$ cat src/rtl/xyz_pkg.sv
// Shared types and constants for the XYZ beam scheduler and its sample FIFO.
package xyz_pkg;

  localparam int SAMPLE_XW = 10;
  localparam int SAMPLE_ZW = 4;
  localparam int CENTRE    = 1 << (SAMPLE_XW - 1);

  typedef enum logic [1:0] {
    IDLE   = 2'd0,
    SETTLE = 2'd1,
    DWELL  = 2'd2,
    PARK   = 2'd3
  } state_t;

  typedef struct packed {
    logic [SAMPLE_XW-1:0] x;
    logic [SAMPLE_XW-1:0] y;
    logic [SAMPLE_ZW-1:0] z;
  } sample_t;

endpackage

$ cat src/rtl/xyz_sample_fifo.sv
// Synchronous sample FIFO with occupancy; full/empty derive from registered pointers.
module xyz_sample_fifo #(
  parameter int WIDTH = 24,
  parameter int DEPTH = 16
) (
  input  logic                     clk_25,
  input  logic                     RESET_L,
  input  logic                     flush,
  input  logic                     push,
  input  logic                     pop,
  input  logic [WIDTH-1:0]         wr_data,
  output logic [WIDTH-1:0]         rd_data,
  output logic [$clog2(DEPTH):0]   level,
  output logic                     full,
  output logic                     empty
);

  localparam int AW = $clog2(DEPTH);

  logic [WIDTH-1:0] mem [DEPTH];
  logic [AW:0]      wr_ptr;
  logic [AW:0]      rd_ptr;
  logic             do_push;
  logic             do_pop;

  assign level   = wr_ptr - rd_ptr;
  assign full    = (level == (AW+1)'(DEPTH));
  assign empty   = (level == '0);
  assign do_push = push & ~full;
  assign do_pop  = pop & ~empty;
  assign rd_data = mem[rd_ptr[AW-1:0]];

  always_ff @(posedge clk_25 or negedge RESET_L) begin
    if (!RESET_L) begin
      wr_ptr <= '0;
      rd_ptr <= '0;
    end else if (flush) begin
      wr_ptr <= '0;
      rd_ptr <= '0;
    end else begin
      if (do_push) wr_ptr <= wr_ptr + 1'b1;
      if (do_pop)  rd_ptr <= rd_ptr + 1'b1;
    end
  end

  // Storage needs no reset; the pointers define what is valid.
  always_ff @(posedge clk_25) begin
    if (do_push && !flush) mem[wr_ptr[AW-1:0]] <= wr_data;
  end

endmodule

$ cat src/rtl/xyz_beam_scheduler.sv
// Paces buffered vector samples onto the X/Y/Z beam DACs with blanked settle,
// lit dwell and a blanked park at screen centre when starved.
//
// state  | meaning
// IDLE   | waiting for a sample; pops the FIFO head, counts starvation cycles
// SETTLE | beam blanked while the deflection settles after a move or jump
// DWELL  | lit point held on screen
// PARK   | starved: beam blanked at centre until a sample arrives
module xyz_beam_scheduler
  import xyz_pkg::*;
#(
  parameter int XW         = SAMPLE_XW,
  parameter int ZW         = SAMPLE_ZW,
  parameter int DEPTH      = 16,
  parameter int SETTLE_CYC = 8,
  parameter int DWELL_CYC  = 2,
  parameter int JUMP_TH    = 64,
  parameter int PARK_CYC   = 1024
) (
  input  logic                   clk_25,
  input  logic                   RESET_L,
  input  logic                   xyz_en,
  input  logic                   in_valid,
  output logic                   in_ready,
  input  logic [XW-1:0]          in_x,
  input  logic [XW-1:0]          in_y,
  input  logic [ZW-1:0]          in_z,
  output logic [XW-1:0]          out_x,
  output logic [XW-1:0]          out_y,
  output logic [ZW-1:0]          out_z,
  output logic                   out_strobe,
  output logic [$clog2(DEPTH):0] fifo_level,
  output logic                   parked
);

  localparam logic [XW-1:0] CTR     = XW'(CENTRE);
  localparam int            CNT_MAX = (SETTLE_CYC > DWELL_CYC) ? SETTLE_CYC : DWELL_CYC;
  localparam int            CW      = $clog2(CNT_MAX + 1);
  localparam int            IW      = $clog2(PARK_CYC + 1);

  state_t          state;
  logic [CW-1:0]   cnt;
  logic [IW-1:0]   idle_cnt;
  logic            pending_lit;
  logic [ZW-1:0]   lit_z;

  sample_t         wr_s;
  sample_t         head;
  logic [$bits(sample_t)-1:0] rd_data;
  logic            full;
  logic            empty;
  logic            fifo_push;
  logic            fifo_pop;

  logic signed [XW:0] dx;
  logic signed [XW:0] dy;
  logic [XW:0]        adx;
  logic [XW:0]        ady;
  logic               need_settle;

  assign in_ready  = ~full | ~xyz_en;
  assign fifo_push = in_valid & xyz_en;
  assign fifo_pop  = xyz_en & (state == IDLE) & ~empty;
  assign wr_s      = '{x: in_x, y: in_y, z: in_z};
  assign head      = sample_t'(rd_data);

  xyz_sample_fifo #(
    .WIDTH ($bits(sample_t)),
    .DEPTH (DEPTH)
  ) u_fifo (
    .clk_25  (clk_25),
    .RESET_L (RESET_L),
    .flush   (~xyz_en),
    .push    (fifo_push),
    .pop     (fifo_pop),
    .wr_data (wr_s),
    .rd_data (rd_data),
    .level   (fifo_level),
    .full    (full),
    .empty   (empty)
  );

  // Jump distance against the current beam position, one extra bit so the
  // unsigned coordinates subtract without wrapping.
  assign dx  = $signed({1'b0, head.x}) - $signed({1'b0, out_x});
  assign dy  = $signed({1'b0, head.y}) - $signed({1'b0, out_y});
  assign adx = dx[XW] ? $unsigned(-dx) : $unsigned(dx);
  assign ady = dy[XW] ? $unsigned(-dy) : $unsigned(dy);

  assign need_settle = (adx > (XW+1)'(JUMP_TH)) || (ady > (XW+1)'(JUMP_TH)) ||
                       (out_z == '0) || parked;

  always_ff @(posedge clk_25 or negedge RESET_L) begin
    if (!RESET_L) begin
      state       <= IDLE;
      cnt         <= '0;
      idle_cnt    <= '0;
      pending_lit <= 1'b0;
      lit_z       <= '0;
      out_x       <= CTR;
      out_y       <= CTR;
      out_z       <= '0;
      out_strobe  <= 1'b0;
      parked      <= 1'b1;
    end else if (!xyz_en) begin
      // Beam position holds; only intensity and sequencing are cleared.
      state       <= IDLE;
      cnt         <= '0;
      idle_cnt    <= '0;
      pending_lit <= 1'b0;
      lit_z       <= '0;
      out_z       <= '0;
      out_strobe  <= 1'b0;
    end else begin
      out_strobe <= 1'b0;
      case (state)
        IDLE: begin
          if (!empty) begin
            idle_cnt   <= '0;
            parked     <= 1'b0;
            out_x      <= head.x;
            out_y      <= head.y;
            out_strobe <= 1'b1;
            if (head.z == '0) begin
              out_z       <= '0;
              pending_lit <= 1'b0;
              cnt         <= CW'(SETTLE_CYC - 1);
              state       <= SETTLE;
            end else if (need_settle) begin
              out_z       <= '0;
              lit_z       <= head.z;
              pending_lit <= 1'b1;
              cnt         <= CW'(SETTLE_CYC - 1);
              state       <= SETTLE;
            end else begin
              out_z <= head.z;
              cnt   <= CW'(DWELL_CYC - 1);
              state <= DWELL;
            end
          end else if (idle_cnt == IW'(PARK_CYC - 1)) begin
            idle_cnt   <= '0;
            out_x      <= CTR;
            out_y      <= CTR;
            out_z      <= '0;
            out_strobe <= 1'b1;
            parked     <= 1'b1;
            state      <= PARK;
          end else begin
            idle_cnt <= idle_cnt + 1'b1;
          end
        end
        SETTLE: begin
          if (cnt == '0) begin
            if (pending_lit) begin
              out_z       <= lit_z;
              out_strobe  <= 1'b1;
              pending_lit <= 1'b0;
              cnt         <= CW'(DWELL_CYC - 1);
              state       <= DWELL;
            end else begin
              state <= IDLE;
            end
          end else begin
            cnt <= cnt - 1'b1;
          end
        end
        DWELL: begin
          if (cnt == '0) state <= IDLE;
          else           cnt   <= cnt - 1'b1;
        end
        PARK: begin
          if (!empty) state <= IDLE;
        end
        default: state <= IDLE;
      endcase
    end
  end

endmodule

$ cat config.mk
export PLATFORM = sky130hd
export DESIGN_NAME = xyz_beam_scheduler
export DESIGN_NICKNAME = d
export VERILOG_FILES = /design/src/rtl/xyz_pkg.sv /design/src/rtl/xyz_sample_fifo.sv /design/src/rtl/xyz_beam_scheduler.sv
export SDC_FILE = /design/constraint.sdc
export NUM_CORES = 1
export LEC_CHECK = 0
export BUFFER_PORTS_ARGS = -buffer_cell sky130_fd_sc_hd__buf_2
export CAP_MARGIN = 20
export CORE_MARGIN = 2
export CORE_UTILIZATION = 47
export DETAILED_ROUTE_END_ITERATION = 6
export GPL_ROUTABILITY_DRIVEN = 1
export GPL_TIMING_DRIVEN = 0
export SLEW_MARGIN = 20
export SYNTH_ARGS = -nofsm -noshare
export SYNTH_HDL_FRONTEND = slang
export SYNTH_SLANG_ARGS = --single-unit
$ cat constraint.sdc
create_clock -name clk_25 -period 7.5 [get_ports clk_25]
set_clock_uncertainty 0.1 [all_clocks]
set_input_delay 1.875 -clock clk_25 [delete_from_list [all_inputs] [get_ports clk_25]]
set_output_delay 1.875 -clock clk_25 [all_outputs]
set_load 0.01 [all_outputs]
# Word-level counts from Yosys, hierarchy flattened
# Memory sizes are Yosys's and may differ from the RTL's.
# Cells that the tools add are included.
# op_classes
n_bitwise	9
n_eq_ne	23
n_addsub	9
n_mux	60
reduce_logical	15
n_lt_le_gt_ge	2
# ops
operator	n
two-way mux 4 bit	17
two-way mux 11 bit	6
two-way mux 10 bit	3
> comparator 11 x 7 -> 1 bit, second input constant	2
negator 11 bit	2
subtractor 10 x 10 -> 11 bit	2
two-way mux 5 bit	4
AND reduction 4 bit	5
two-way mux 2 bit	9
!= test 3 bit, second input constant	6
two-way mux 1 bit	14
logical NOT 4 bit	3
case mux 4 bit (3 select lines)	1
adder 11 x 1 -> 11 bit, second input constant	1
== test 11 x 10 -> 1 bit, second input constant	1
adder 5 x 1 -> 5 bit, second input constant	2
!= test 2 x 1 -> 1 bit, second input constant	5
!= test 4 x 3 -> 1 bit, second input constant	2
case mux 2 bit (4 select lines)	1
case mux 4 bit (2 select lines)	1
two-way mux 3 bit	2
bitwise AND 1 bit	5
== test 5 bit, second input constant	1
logical NOT 5 bit	1
other kinds (15)	22
# word_totals
mem_count	1
ram_bits	384
register_bits	58
# memory_table
memory	words	width	read_ports	rd_clocked_by_memory_dff	wr	line	rtl
u_fifo.mem	16	24	1	0	1	xyz_sample_fifo.sv:20	logic [WIDTH-1:0] mem [DEPTH];

# Longest topological paths before layout
# Gate-level depths: netlist (run 1).
# An unclocked memory read counts as a cell.
# logic_depth
depth_word	13
depth_mapped	21

# Hierarchy
# A second synthesis (run 1) with hierarchy kept.
# hier_totals
cells_unflattened	1112
hier_area_um2	19323.5
# modules_own_cells
mod	seq_area_each_um2	area_each_um2	n_inst	cells_each
xyz_sample_fifo	11781.3	15295.9	1	645
xyz_beam_scheduler	1204.9	4027.6	1	467

# Least setup slack after synthesis (run 1)
# Ideal clock, no wire load.
# synth_path
path_type	reg2reg
startpoint	reg u_fifo.rd_ptr[0]
endpoint	reg pending_lit
arrival_ns	5.407
slack_ns	1.862
path_stages_with_launch	20
setup_time_ns	0.131
required_time_ns	7.269
path_cell_list	dfrtp_1 buf_6 buf_12 clkbuf_1 buf_1 mux4_2 mux4_2 inv_1 ha_1 inv_1 fa_1 and3_1 or3_1 a21boi_0 o211a_1 o211ai_1 or4_1 a311oi_2 a21oi_1 or3_1
# synth_between
elab_chain_cells	10
# synth_rtl
element	line	rtl
from (decl)	xyz_sample_fifo.sv:22	logic [AW:0] rd_ptr;
from (signal assigned)	xyz_sample_fifo.sv:42	if (do_pop) rd_ptr <= rd_ptr + 1'b1;
memory (16 x 24 bit)	n/a	
subtractor 10 x 10 -> 11 bit, on equally long branches	xyz_beam_scheduler.sv:85, xyz_beam_scheduler.sv:86	
negator 11 bit, on equally long branches	xyz_beam_scheduler.sv:87, xyz_beam_scheduler.sv:88	
two-way mux 11 bit, on equally long branches	xyz_beam_scheduler.sv:87, xyz_beam_scheduler.sv:88	
> comparator 11 x 7 -> 1 bit	xyz_beam_scheduler.sv:90	assign need_settle = (adx > (XW+1)'(JUMP_TH)) || (ady > (XW+1)'(JUMP_TH)) ||
logical OR 1 bit (2 in a row)	xyz_beam_scheduler.sv:90	
logical OR 1 bit	xyz_beam_scheduler.sv:91	(out_z == '0) || parked;
!= test 4 x 3 -> 1 bit (no line)	n/a	
AND reduction 4 bit (no line)	n/a	
to (signal assigned)	xyz_beam_scheduler.sv:98	pending_lit <= 1'b0;
to (signal assigned)	xyz_beam_scheduler.sv:110	pending_lit <= 1'b0;
to (signal assigned)	xyz_beam_scheduler.sv:126	pending_lit <= 1'b0;
to (decl)	xyz_beam_scheduler.sv:44	logic pending_lit;
# Parallel ways exist; a longest one is shown, timed or not. The select of a mux whose other input is x is not followed.
# A chain may end at the register's enable or synchronous reset.

# Worst setup path after layout (run 1)
# layout_path
startpoint	reg u_fifo.rd_ptr[1]
endpoint	reg lit_z[3]
# layout_between
elab_chain_cells	10
# layout_rtl
element	line	rtl
memory (16 x 24 bit)	n/a	
subtractor 10 x 10 -> 11 bit, on equally long branches	xyz_beam_scheduler.sv:85, xyz_beam_scheduler.sv:86	
negator 11 bit, on equally long branches	xyz_beam_scheduler.sv:87, xyz_beam_scheduler.sv:88	
two-way mux 11 bit, on equally long branches	xyz_beam_scheduler.sv:87, xyz_beam_scheduler.sv:88	
> comparator 11 x 7 -> 1 bit	xyz_beam_scheduler.sv:90	
logical OR 1 bit (2 in a row)	xyz_beam_scheduler.sv:90	
logical OR 1 bit	xyz_beam_scheduler.sv:91	
!= test 2 x 1 -> 1 bit (no line)	n/a	
AND reduction 4 bit (no line)	n/a	
to (signal assigned)	xyz_beam_scheduler.sv:131	lit_z <= head.z;
to (decl)	xyz_beam_scheduler.sv:45	logic [ZW-1:0] lit_z;
# Parallel ways exist; a longest one is shown, timed or not. The select of a mux whose other input is x is not followed.

==> results of run 1 <==
[state kept, by name (all words and copies together), names as in the netlist, 5 cells and up]
register       flops
idle_cnt          11
out_x             10
out_y             10
u_fifo.mem       384
u_fifo.rd_ptr      5
u_fifo.wr_ptr      5
[cell type report]
cell class                      count  share of cell area [%]
Timing Repair Buffer               90                    3.61
Inverter                           49                   0.832
Multi-Input combinational cell    550                    26.6
Clock inverter                     28                    1.00
Clock buffer                       52                    5.31
Sequential cell                   442                    58.8
Buffer                             45                   0.940
Antenna cell                        1                  0.0113
Tap cell                          525                    2.97
[worst max-delay path, delay by kind of cell, from the launching register on]
kind,cells,cell delay (ns)
buf+inv,5,2.31
flops,1,0.44
simple gates,2,0.65
mux,3,1.16
compound gates,6,1.97
fa+ha+maj,1,0.31
[layout by cell type, fill, tap and decap left out, types with 10 or more instances in the layout]
master       n
nor2_1      32
xnor2_1     16
nand3_1     13
clkbuf_1    31
o21ai_0     34
nand2_1     42
mux4_2     108
nor3_1      11
edfxtp_1   384
inv_1       47
clkbuf_16   46
ha_1        38
buf_2       61
or3_1       10
a21oi_1     33
and3_1      21
clkinv_2    14
buf_4       13
a22o_1      18
nor2_4      12
mux4_1      12
dfrtp_1     55
buf_16      10
[where the power goes]
group / internal [uW] / switching (uW) / total, uW
sequential: 2810 / 86.5 / 2900
combinational: 1290 / 1650 / 2930
clock: 1220 / 909 / 2130
[routing by layer]
layer	share of wire (%)	routed length [um]	track usage [%]	up-vias
met3	5.4	2340	3.93	51
met1	44	18800	28.8	5366
met4	2.2	931	5.37	4
met2	49	20900	34.4	247
met5	0.067	29	0	-
li1	-	-	-	4675
[cell families after synthesis]
kind of cell	Yosys count
AOI/OAI and AO/OA	164
and+or+nand+nor	190
xor gates and xnor gates	24
adders and majority gates	41
buffers and inverters	94
muxes	131
DFF	442
[metrics by stage]
stage	setup slack, ns	hold WS, ns	total power [uW]	setup TNS (ns)
4_1_cts	0.257	0.398	8010	0
5_1_grt	0.00655	0.425	8410	0
3_5_place_dp	0.275	0.388	5880	0
6_report	0.408	0.396	7960	0
2_1_floorplan	1.86	0.356	5090	0
3_3_place_gp	-1.50	0.389	5810	-133.26
[worst paths after layout]
path / from / endpoint / slack (ns) / cells after the start
setup / recovery: u_fifo.rd_ptr[1]$_DFFE_PN0P_ / lit_z[3]$_DFFE_PN0P_ / 0.41 / 17
hold / removal: out_y[9]$_DFFE_PN1P_ / out_y[9]$_DFFE_PN1P_ / 0.40 / 2
setup reg to reg: u_fifo.rd_ptr[1]$_DFFE_PN0P_ / lit_z[3]$_DFFE_PN0P_ / 0.41 / 17
hold reg to reg: out_y[9]$_DFFE_PN1P_ / out_y[9]$_DFFE_PN1P_ / 0.40 / 2
max in group asynchronous: RESET_L / out_x[9]$_DFFE_PN1P_ / 5.68 / 2
min in group asynchronous: RESET_L / out_z[1]$_DFFE_PN0P_ / 1.07 / 1
==> flow_summary.yaml, run 1 <==
status:
  outcome: "finished clean"
detailed_routing:
  post-route-drc-count: 0
  drtIter0Drc: 889
  via_per_inst: 5.80
  ant_nets: 0
  totalWireLength_um: 43000
  drtPass1Iterations: 5
  wl_per_cell_um: 24.1
  vias: 10300
die:
  io-pin-count: 60
  core-area_mm2: 0.0399
  die-area_mm2: 0.0423
  die_height_um: 206
  die_x_um: 206
  fp-row-count: 73
  initial_core_util_pct: 47.9
logic_synthesis:
  syn_area_per_cell_um2: 17.6
  synthCells: 1086
  synth_nets: 1155
  synth-xor-area-share_pct: 1.10
  yosys.area_share.simple_pct: 5.10
  synth_flop_cell: "edfxtp_1"
  yosysSeqAreaShare_pct: 67.9
  synth_area_mm2: 0.0191
  synthTopCellsByArea: "edfxtp_1 60%, mux4_2 13%, dfrtp_1 7.2%"
  ys_ff_latch: 442
  synth-compound-area-share_pct: 6.14
  synth-edff-count: 384
  ys_async_sr_fraction_pct: 13.1
  synthAdderAreaFrac_pct: 2.80
  ys_warn_count: 0
  synthMuxAreaShare_pct: 15.0
  synth_top_area_share_pct: 60.3
  synth_top_family_by_area: "multiplexers"
  yosysTopAreaCell: "edfxtp_1"
  yosysMostFrequentCell: "edfxtp_1"
  synth_common_cells: "384 x edfxtp_1, 108 x mux4_2, 55 x dfrtp_1"
  synth.distinct_cells: 76
clock_tree:
  clock_sinks: 442
  cts.repair.resized: 0
  clkTransAtPathRegs_ns: 0.06
  post-cts-setup-buffers: 0
  h-tree-depth: 2
  cts_inserted_buffers: 44
  cts_root_buffer: "clkbuf_16"
  clk-insertion-delay-late_ns: 0.55
  clk_path_buf_depth: 3
  tritoncts: "yes"
  ctsHoldBuffers: 0
timing:
  rsz0062_at_grt: "false"
  tightest_slew_ns: 1.08
  maxSlewViolCount: 0
  fmax_mhz: 141
  min_period_ns: 7.09
  setup_viol: 0
  hold_violations: 0
  period_share_pct: 94.6
  maxSlewHeadroom_pct: 28.2
finish:
  postLayoutCellArea_mm2: 0.0221
  seq_area_mm2: 0.0130
  nNetsFinal: 1291
  final-instance-count-excl-fill: 1782
  drive_above_1_share_pct: 24.8
  area_growth_pct: 15.5
  nFillCells: 3069
  multi_input_comb_area_mm2: 0.00587
  fin_util_pct: 55.4
critical_path:
  worstSetupEndpointType: "register"
  path_cells: "clkbuf_1 > clkbuf_1 > buf_1 > clkbuf_1 > mux4_2 > mux4_2 > ha_1 > buf_2 > a21oi_1 > nand3_1 > a21boi_0 > o211a_1 > o211ai_1 > or4_1 > a311oi_2 > a21oi_1 > mux2i_1"
  crit_path_start_kind: "register"
  cp_max_fo: 10
  cp_common_cell: "clkbuf_1"
  crit_required_ns: 7.81
  cpPeakStageDelay_ns: 0.69
  worstSetupPathType: "reg2reg"
  slowest_stage: "clkbuf_1"
  cp.arrival_ns: 7.40
hold_path:
  hold_path_class: "reg2reg"
grt:
  overflow: 0
  grt_pass1_wl_um: 64500
  grt.total_usage_pct: 20.9
  grt_max_degree: 49
  grt_pass1_vias: 10300
  antenna_found_initial: 3
placed_design:
  io_buffer_count: 59
  gp_congestion: 0.829
  placed_cells: 1700
  place_area_mm2: 0.0207
  hpwl_um: 29300
pwr:
  leakage_uw: 0.00770
  peakVddDrop_uv: 194
  powerDensity_mw_per_mm2: 360
flow_run:
  timing.max_cap.violations: 0
No activity file was read; power rests on OpenSTA's default activity.
==> run 2: changes to the inputs <==
--- a/config.mk
+++ b/config.mk
@@ -12,6 +12,7 @@
 export DETAILED_ROUTE_END_ITERATION = 6
 export GPL_ROUTABILITY_DRIVEN = 1
 export GPL_TIMING_DRIVEN = 0
+export PLACE_DENSITY = 0.73
 export SLEW_MARGIN = 20
 export SYNTH_ARGS = -nofsm -noshare
 export SYNTH_HDL_FRONTEND = slang
==> run 2 against run 1 <==
  * First-iteration DRC count grew 30%
  * Via count grew 3.1%
  * Critical path depth grew 1
  * Hold slack gained 0.0060 ns
  * Utilization shrank 0.44 points
  * Non-clock buffer count shrank 5
  * Clock power shrank 5%
==> flow_summary.yaml, run 2 (synthesis results as in run 1) <==
status:
  outcome: "finished clean"
placed_design:
  post-place-ws_ns: 0.381
  hpwl_um: 29300
  io_buffer_count: 59
  gp_congestion: 0.843
critical_path:
  critical-path-top-delay-family: "buffers and inverters"
  crit_path_start_kind: "register"
  crit_required_ns: 7.80
  worstSetupPathType: "reg2reg"
  r2r-start: "u_fifo.rd_ptr[1]$_DFFE_PN0P_"
  slowest_stage: "clkbuf_1"
  cpPeakStageDelay_ns: 0.68
  cp_common_cell: "clkbuf_1"
  cp.arrival_ns: 7.45
  path_cells: "clkbuf_1 > clkbuf_1 > buf_1 > clkbuf_1 > mux4_2 > mux4_2 > ha_1 > buf_2 > a21oi_1 > nand3_1 > a21boi_0 > o211a_1 > o211ai_1 > or4_1 > a311oi_2 > and3_1 > buf_4 > a311oi_1"
  crit_cells: 18
  r2r-end: "state[0]$_DFFE_PN0P_"
  r2r_setup_slack_ns: 0.35
  crit_path_start: "u_fifo.rd_ptr[1]$_DFFE_PN0P_"
  critPathBufInv: 6
  reg2reg_depth: 18
  cp_max_fo: 10
  worstSetupEndpointType: "register"
  critPathCapture: "state[0]$_DFFE_PN0P_"
pwr:
  powerDensity_mw_per_mm2: 357
  leakage_uw: 0.00760
  peakVddDrop_uv: 157
  fin_total_pwr_uw: 7830
detailed_routing:
  ant_nets: 0
  via_per_inst: 6.01
  drtPass1Iterations: 5
  totalWireLength_um: 44300
  drtIter0Drc: 1160
  vias: 10700
  post-route-drc-count: 0
  wl_per_cell_um: 25.0
die:
  die_height_um: 206
  initial_core_util_pct: 47.9
  die-area_mm2: 0.0423
  io-pin-count: 60
  core-area_mm2: 0.0399
  die_x_um: 206
  fp-row-count: 73
clock_tree:
  cts.repair.resized: 0
  cts_inserted_buffers: 43
  ctsHoldBuffers: 0
  clock_sinks: 442
  clk-insertion-delay-late_ns: 0.55
  post-cts-setup-buffers: 0
  clkTransAtPathRegs_ns: 0.06
  h-tree-depth: 2
  cts_root_buffer: "clkbuf_16"
  clk_path_buf_depth: 3
  tritoncts: "yes"
timing:
  hold_violations: 0
  rsz0062_at_grt: "false"
  setup_ws_ns: 0.349
  maxSlewHeadroom_pct: 28.2
  min_period_ns: 7.15
  tightest_slew_ns: 1.08
  timing.hold.ws_ns: 0.402
  setup_viol: 0
  fmax_mhz: 140
  maxSlewViolCount: 0
  period_share_pct: 95.3
grt:
  antenna_found_initial: 2
  grt_util_met1_pct: 27.6
  grt_pass1_wl_um: 66300
  grt_max_degree: 59
  grt_pass1_vias: 10800
  overflow: 0
  met3_usage_pct: 4.12
  grt.total_usage_pct: 21.5
  busiest_layer: "met2"
  met2_usage_pct: 36.7
finish:
  drive_above_1_share_pct: 23.7
  nNetsFinal: 1285
  largest_reg_flops: 384
  area_growth_pct: 14.6
  final_common_cell: "edfxtp_1"
  layout_common_cells: "384 x edfxtp_1, 108 x mux4_2, 60 x buf_2"
flow_run:
  timing.max_cap.violations: 0
hold_path:
  hold_path_class: "reg2reg"
## run 2: changes by cell type in the layout (fill, tap and decap cells not counted), sizes merged
cell	change
buf	-4
bufinv	-2
clkinv	-2
clkbuf	+1
clkinvlp	-1
## run 2: metal layers
| layer | vias to the layer above | routed length, um | part of all wire (%) |
|---|---|---|---|
| met5 | - | 13 | 0.029 |
| met3 | 85 | 3380 | 7.6 |
| met2 | 444 | 22400 | 51 |
| met1 | 5472 | 17200 | 39 |
| met4 | 2 | 1320 | 3.0 |
| li1 | 4662 | - | - |
## run 2: stage by stage
stage	instances	setup TNS, ns	utilization [%]	area (um^2)
after floorplan	1086	0	-	19100
after global placement	1670	-100.62	50.3	20100
after global routing	1774	0	54.9	21900
final	1774	0	54.9	21900
after detailed placement	1696	0	51.7	20600
after CTS	1773	0	54.9	21900
## run 2: worst reg2reg max path, cell delays in order (launching register included)
cell and delay, ns:
dfrtp_1 0.43, clkbuf_1 0.42, clkbuf_1 0.52, buf_1 0.56, clkbuf_1 0.69, mux4_2 0.43
mux4_2 0.59, ha_1 0.31, buf_2 0.16, a21oi_1 0.22, nand3_1 0.13, a21boi_0 0.53
o211a_1 0.29, o211ai_1 0.11, or4_1 0.53, a311oi_2 0.47, and3_1 0.24, buf_4 0.17
a311oi_1 0.11
## run 2: cell type report
cell class                 count  area [um^2]
inverter                      49          184
antenna                        1         2.50
sequential                   442        13000
buffer                        45          204
clock buffer                  54         1160
multi-input combinational    550         5870
timing repair buffer          85          722
clock inverter                23          140
tap                          525          657
fill                        2951        18000
## run 2: report_power, final
group	internal [uW]	switching [uW]	leakage (uW)
sequential	2810	93.8	0.00421
combinational	1270	1630	0.00275
clock	1130	892	0.000641
## run 2: worst min path at each step
| stage | start | to | cells past startpoint |
|---|---|---|---|
| after floorplan | idle_cnt[5]$_DFFE_PN0N_ | idle_cnt[5]$_DFFE_PN0N_ | 1 |
| after global placement | idle_cnt[3]$_DFFE_PN0N_ | idle_cnt[3]$_DFFE_PN0N_ | 1 |
| after detailed placement | idle_cnt[5]$_DFFE_PN0N_ | idle_cnt[5]$_DFFE_PN0N_ | 1 |
| after CTS | idle_cnt[4]$_DFFE_PN0N_ | idle_cnt[4]$_DFFE_PN0N_ | 1 |
| after global routing | idle_cnt[7]$_DFFE_PN0N_ | idle_cnt[7]$_DFFE_PN0N_ | 1 |
| final | idle_cnt[4]$_DFFE_PN0N_ | idle_cnt[4]$_DFFE_PN0N_ | 1 |
==> run 3: changes to the inputs <==
--- a/config.mk
+++ b/config.mk
@@ -8,12 +8,13 @@
 export BUFFER_PORTS_ARGS = -buffer_cell sky130_fd_sc_hd__buf_2
 export CAP_MARGIN = 20
 export CORE_MARGIN = 2
-export CORE_UTILIZATION = 47
+export CORE_UTILIZATION = 55
 export DETAILED_ROUTE_END_ITERATION = 6
 export GPL_ROUTABILITY_DRIVEN = 1
 export GPL_TIMING_DRIVEN = 0
-export PLACE_DENSITY = 0.73
+export PLACE_DENSITY = 0.82
 export SLEW_MARGIN = 20
 export SYNTH_ARGS = -nofsm -noshare
 export SYNTH_HDL_FRONTEND = slang
 export SYNTH_SLANG_ARGS = --single-unit
+export TNS_END_PERCENT = 30
==> run 3 against run 2 <==
  * Die area shrank 14%
  * Non-clock buffer count grew 2
  * Utilization grew 8.5 points
  * Routed wire length grew 7.6%
  * Worst setup slack gained 0.0036 ns
  * Total power is essentially flat
  * Critical path type is now reg2out
  * Critical endpoint is now in_ready
  * First-iteration DRC count grew 7.2%
  * Sequential share of layout area grew 0.37 points
==> flow_summary.yaml, run 3 (synthesis results as in run 1) <==
status:
  outcome: "finished clean"
finish:
  final_common_cell: "edfxtp_1"
  postLayoutCellArea_mm2: 0.0218
  largest_reg_flops: 384
  nNetsFinal: 1286
  layout_common_cells: "384 x edfxtp_1, 108 x mux4_2, 60 x buf_2"
  fin_util_pct: 63.4
  drive_above_1_share_pct: 23.4
  area_growth_pct: 13.9
timing:
  fmax_mhz: 140
  period_share_pct: 95.3
  maxSlewViolCount: 0
  maxSlewHeadroom_pct: 24.4
  min_period_ns: 7.15
  rsz0062_at_grt: "false"
  setup_viol: 0
  tightest_slew_ns: 1.13
  hold_violations: 0
detailed_routing:
  drtPass1Iterations: 7
  post-route-drc-count: 0
  wl_per_cell_um: 28.0
  drtIter0Drc: 1243
  vias: 11200
  ant_nets: 0
  via_per_inst: 6.55
  totalWireLength_um: 47700
critical_path:
  cp.arrival_ns: 5.17
  path_cells: "clkbuf_1 > clkbuf_1 > buf_1 > clkbuf_1 > inv_1 > ha_1 > nor2b_1 > o21a_1 > or3_1 > a2111oi_2 > nand2_1 > buf_2"
  cp_max_fo: 10
  cp_common_cell: "clkbuf_1"
  worstSetupPathType: "reg2out"
  crit_required_ns: 5.53
  cpPeakStageDelay_ns: 0.64
  crit_path_start_kind: "register"
  critical-path-top-delay-family: "buffers and inverters"
  slowest_stage: "a2111oi_2"
  critPathBufInv: 6
  worstSetupEndpointType: "primary output"
pwr:
  switchingPower_uw: 2670
  peakVddDrop_uv: 274
  pwr-share-clk_pct: 24.9
  seq_power_share_pct: 37.2
  switching_share_pct: 34.1
  powerDensity_mw_per_mm2: 359
  p_int_uw: 5160
  leakage_uw: 0.00757
  combPwrFrac_pct: 37.9
grt:
  overflow: 0
  antenna_found_initial: 4
  grt_pass1_wl_um: 70700
  grt_pass1_vias: 11200
  grt.total_usage_pct: 26.8
  grt_max_degree: 59
clock_tree:
  clock_sinks: 442
  clkTransAtPathRegs_ns: 0.06
  cts.repair.resized: 0
  cts_root_buffer: "clkbuf_16"
  tritoncts: "yes"
  clk_path_buf_depth: 3
  clk-insertion-delay-late_ns: 0.55
  ctsHoldBuffers: 0
  post-cts-setup-buffers: 0
  h-tree-depth: 2
  cts_inserted_buffers: 42
placed_design:
  io_buffer_count: 59
  hpwl_um: 29500
  place_area_mm2: 0.0205
  gp_congestion: 0.841
die:
  io-pin-count: 60
  die-area_mm2: 0.0363
  fp-row-count: 68
  die_x_um: 190
  initial_core_util_pct: 55.6
  die_height_um: 190
  core-area_mm2: 0.0344
flow_run:
  timing.max_cap.violations: 0
hold_path:
  hold_path_class: "reg2reg"
[run 3: cell count changes in the layout (fill, tap and decap cells not counted), moves of 3 or more]
cell and change:
buf_4 -3, clkinv_2 -5, clkbuf_16 -3, buf_12 +3, clkinv_1 +4, buf_6 +5, buf_16 -3, clkinv_4 -3
[run 3: final timing paths]
path | startpoint | endpoint | slack, ns | depth (start not counted)
setup / recovery | u_fifo.rd_ptr[1]$_DFFE_PN0P_ | in_ready | 0.35 | 12
hold / removal | cnt[0]$_DFFE_PN0P_ | cnt[0]$_DFFE_PN0P_ | 0.40 | 2
setup reg to reg | u_fifo.rd_ptr[1]$_DFFE_PN0P_ | state[0]$_DFFE_PN0P_ | 0.41 | 16
hold reg to reg | cnt[0]$_DFFE_PN0P_ | cnt[0]$_DFFE_PN0P_ | 0.40 | 2
max in group asynchronous | RESET_L | out_x[4]$_DFFE_PN0P_ | 5.47 | 1
min in group asynchronous | RESET_L | out_z[2]$_DFFE_PN0P_ | 1.32 | 1
[run 3: stage by stage]
step | std cells | setup TNS (ns) | setup WS (ns) | total power (uW) | hold slack [ns]
2_1_floorplan | 1086 | 0 | 1.86 | 5090 | 0.356
3_3_place_gp | 1600 | -67.86 | -0.751 | 5710 | 0.384
3_5_place_dp | 1628 | 0 | 0.533 | 5860 | 0.386
4_1_cts | 1702 | 0 | 0.106 | 7810 | 0.400
5_1_grt | 1704 | 0 | 0.108 | 8210 | 0.410
6_report | 1705 | 0 | 0.353 | 7830 | 0.398
[run 3: worst reg2reg max path, cell delays in order (launching register included)]
cell and delay [ns]:
dfrtp_1 0.44, clkbuf_1 0.37, clkbuf_1 0.54, buf_1 0.51, clkbuf_1 0.81, mux4_2 0.42, mux4_2 0.59, fa_1 0.50
xnor2_1 0.27, a21boi_0 0.51, o211a_1 0.28, o211ai_1 0.12, or4_1 0.53, a311oi_2 0.46, and3_1 0.24, buf_4 0.17
a311oi_1 0.10
[run 3: area by class of cell]
type	instances	area (um^2)
antenna	3	7.51
buffer	45	205
clock buffer	52	1090
clock inverter	22	140
fill	2258	12600
inverter	49	184
multi-input combinational	550	5880
sequential	442	13000
tap	455	569
timing repair buffer	87	733
[run 3: metal layers]
metal,track usage [%],share of wire (%)
met2,44.8,51
met1,35.8,37
met4,10.5,3.3
met3,4.09,8.4
met5,0,0.057
[run 3: power by group through the flow]
stage               clock (uW)  sequential [uW]  combinational, uW
floorplan                    0             2960               2140
global placement             0             2950               2760
detailed placement           0             2950               2900
CTS                       1960             2910               2940
global route              2050             2920               3240
finish                    1950             2910               2970
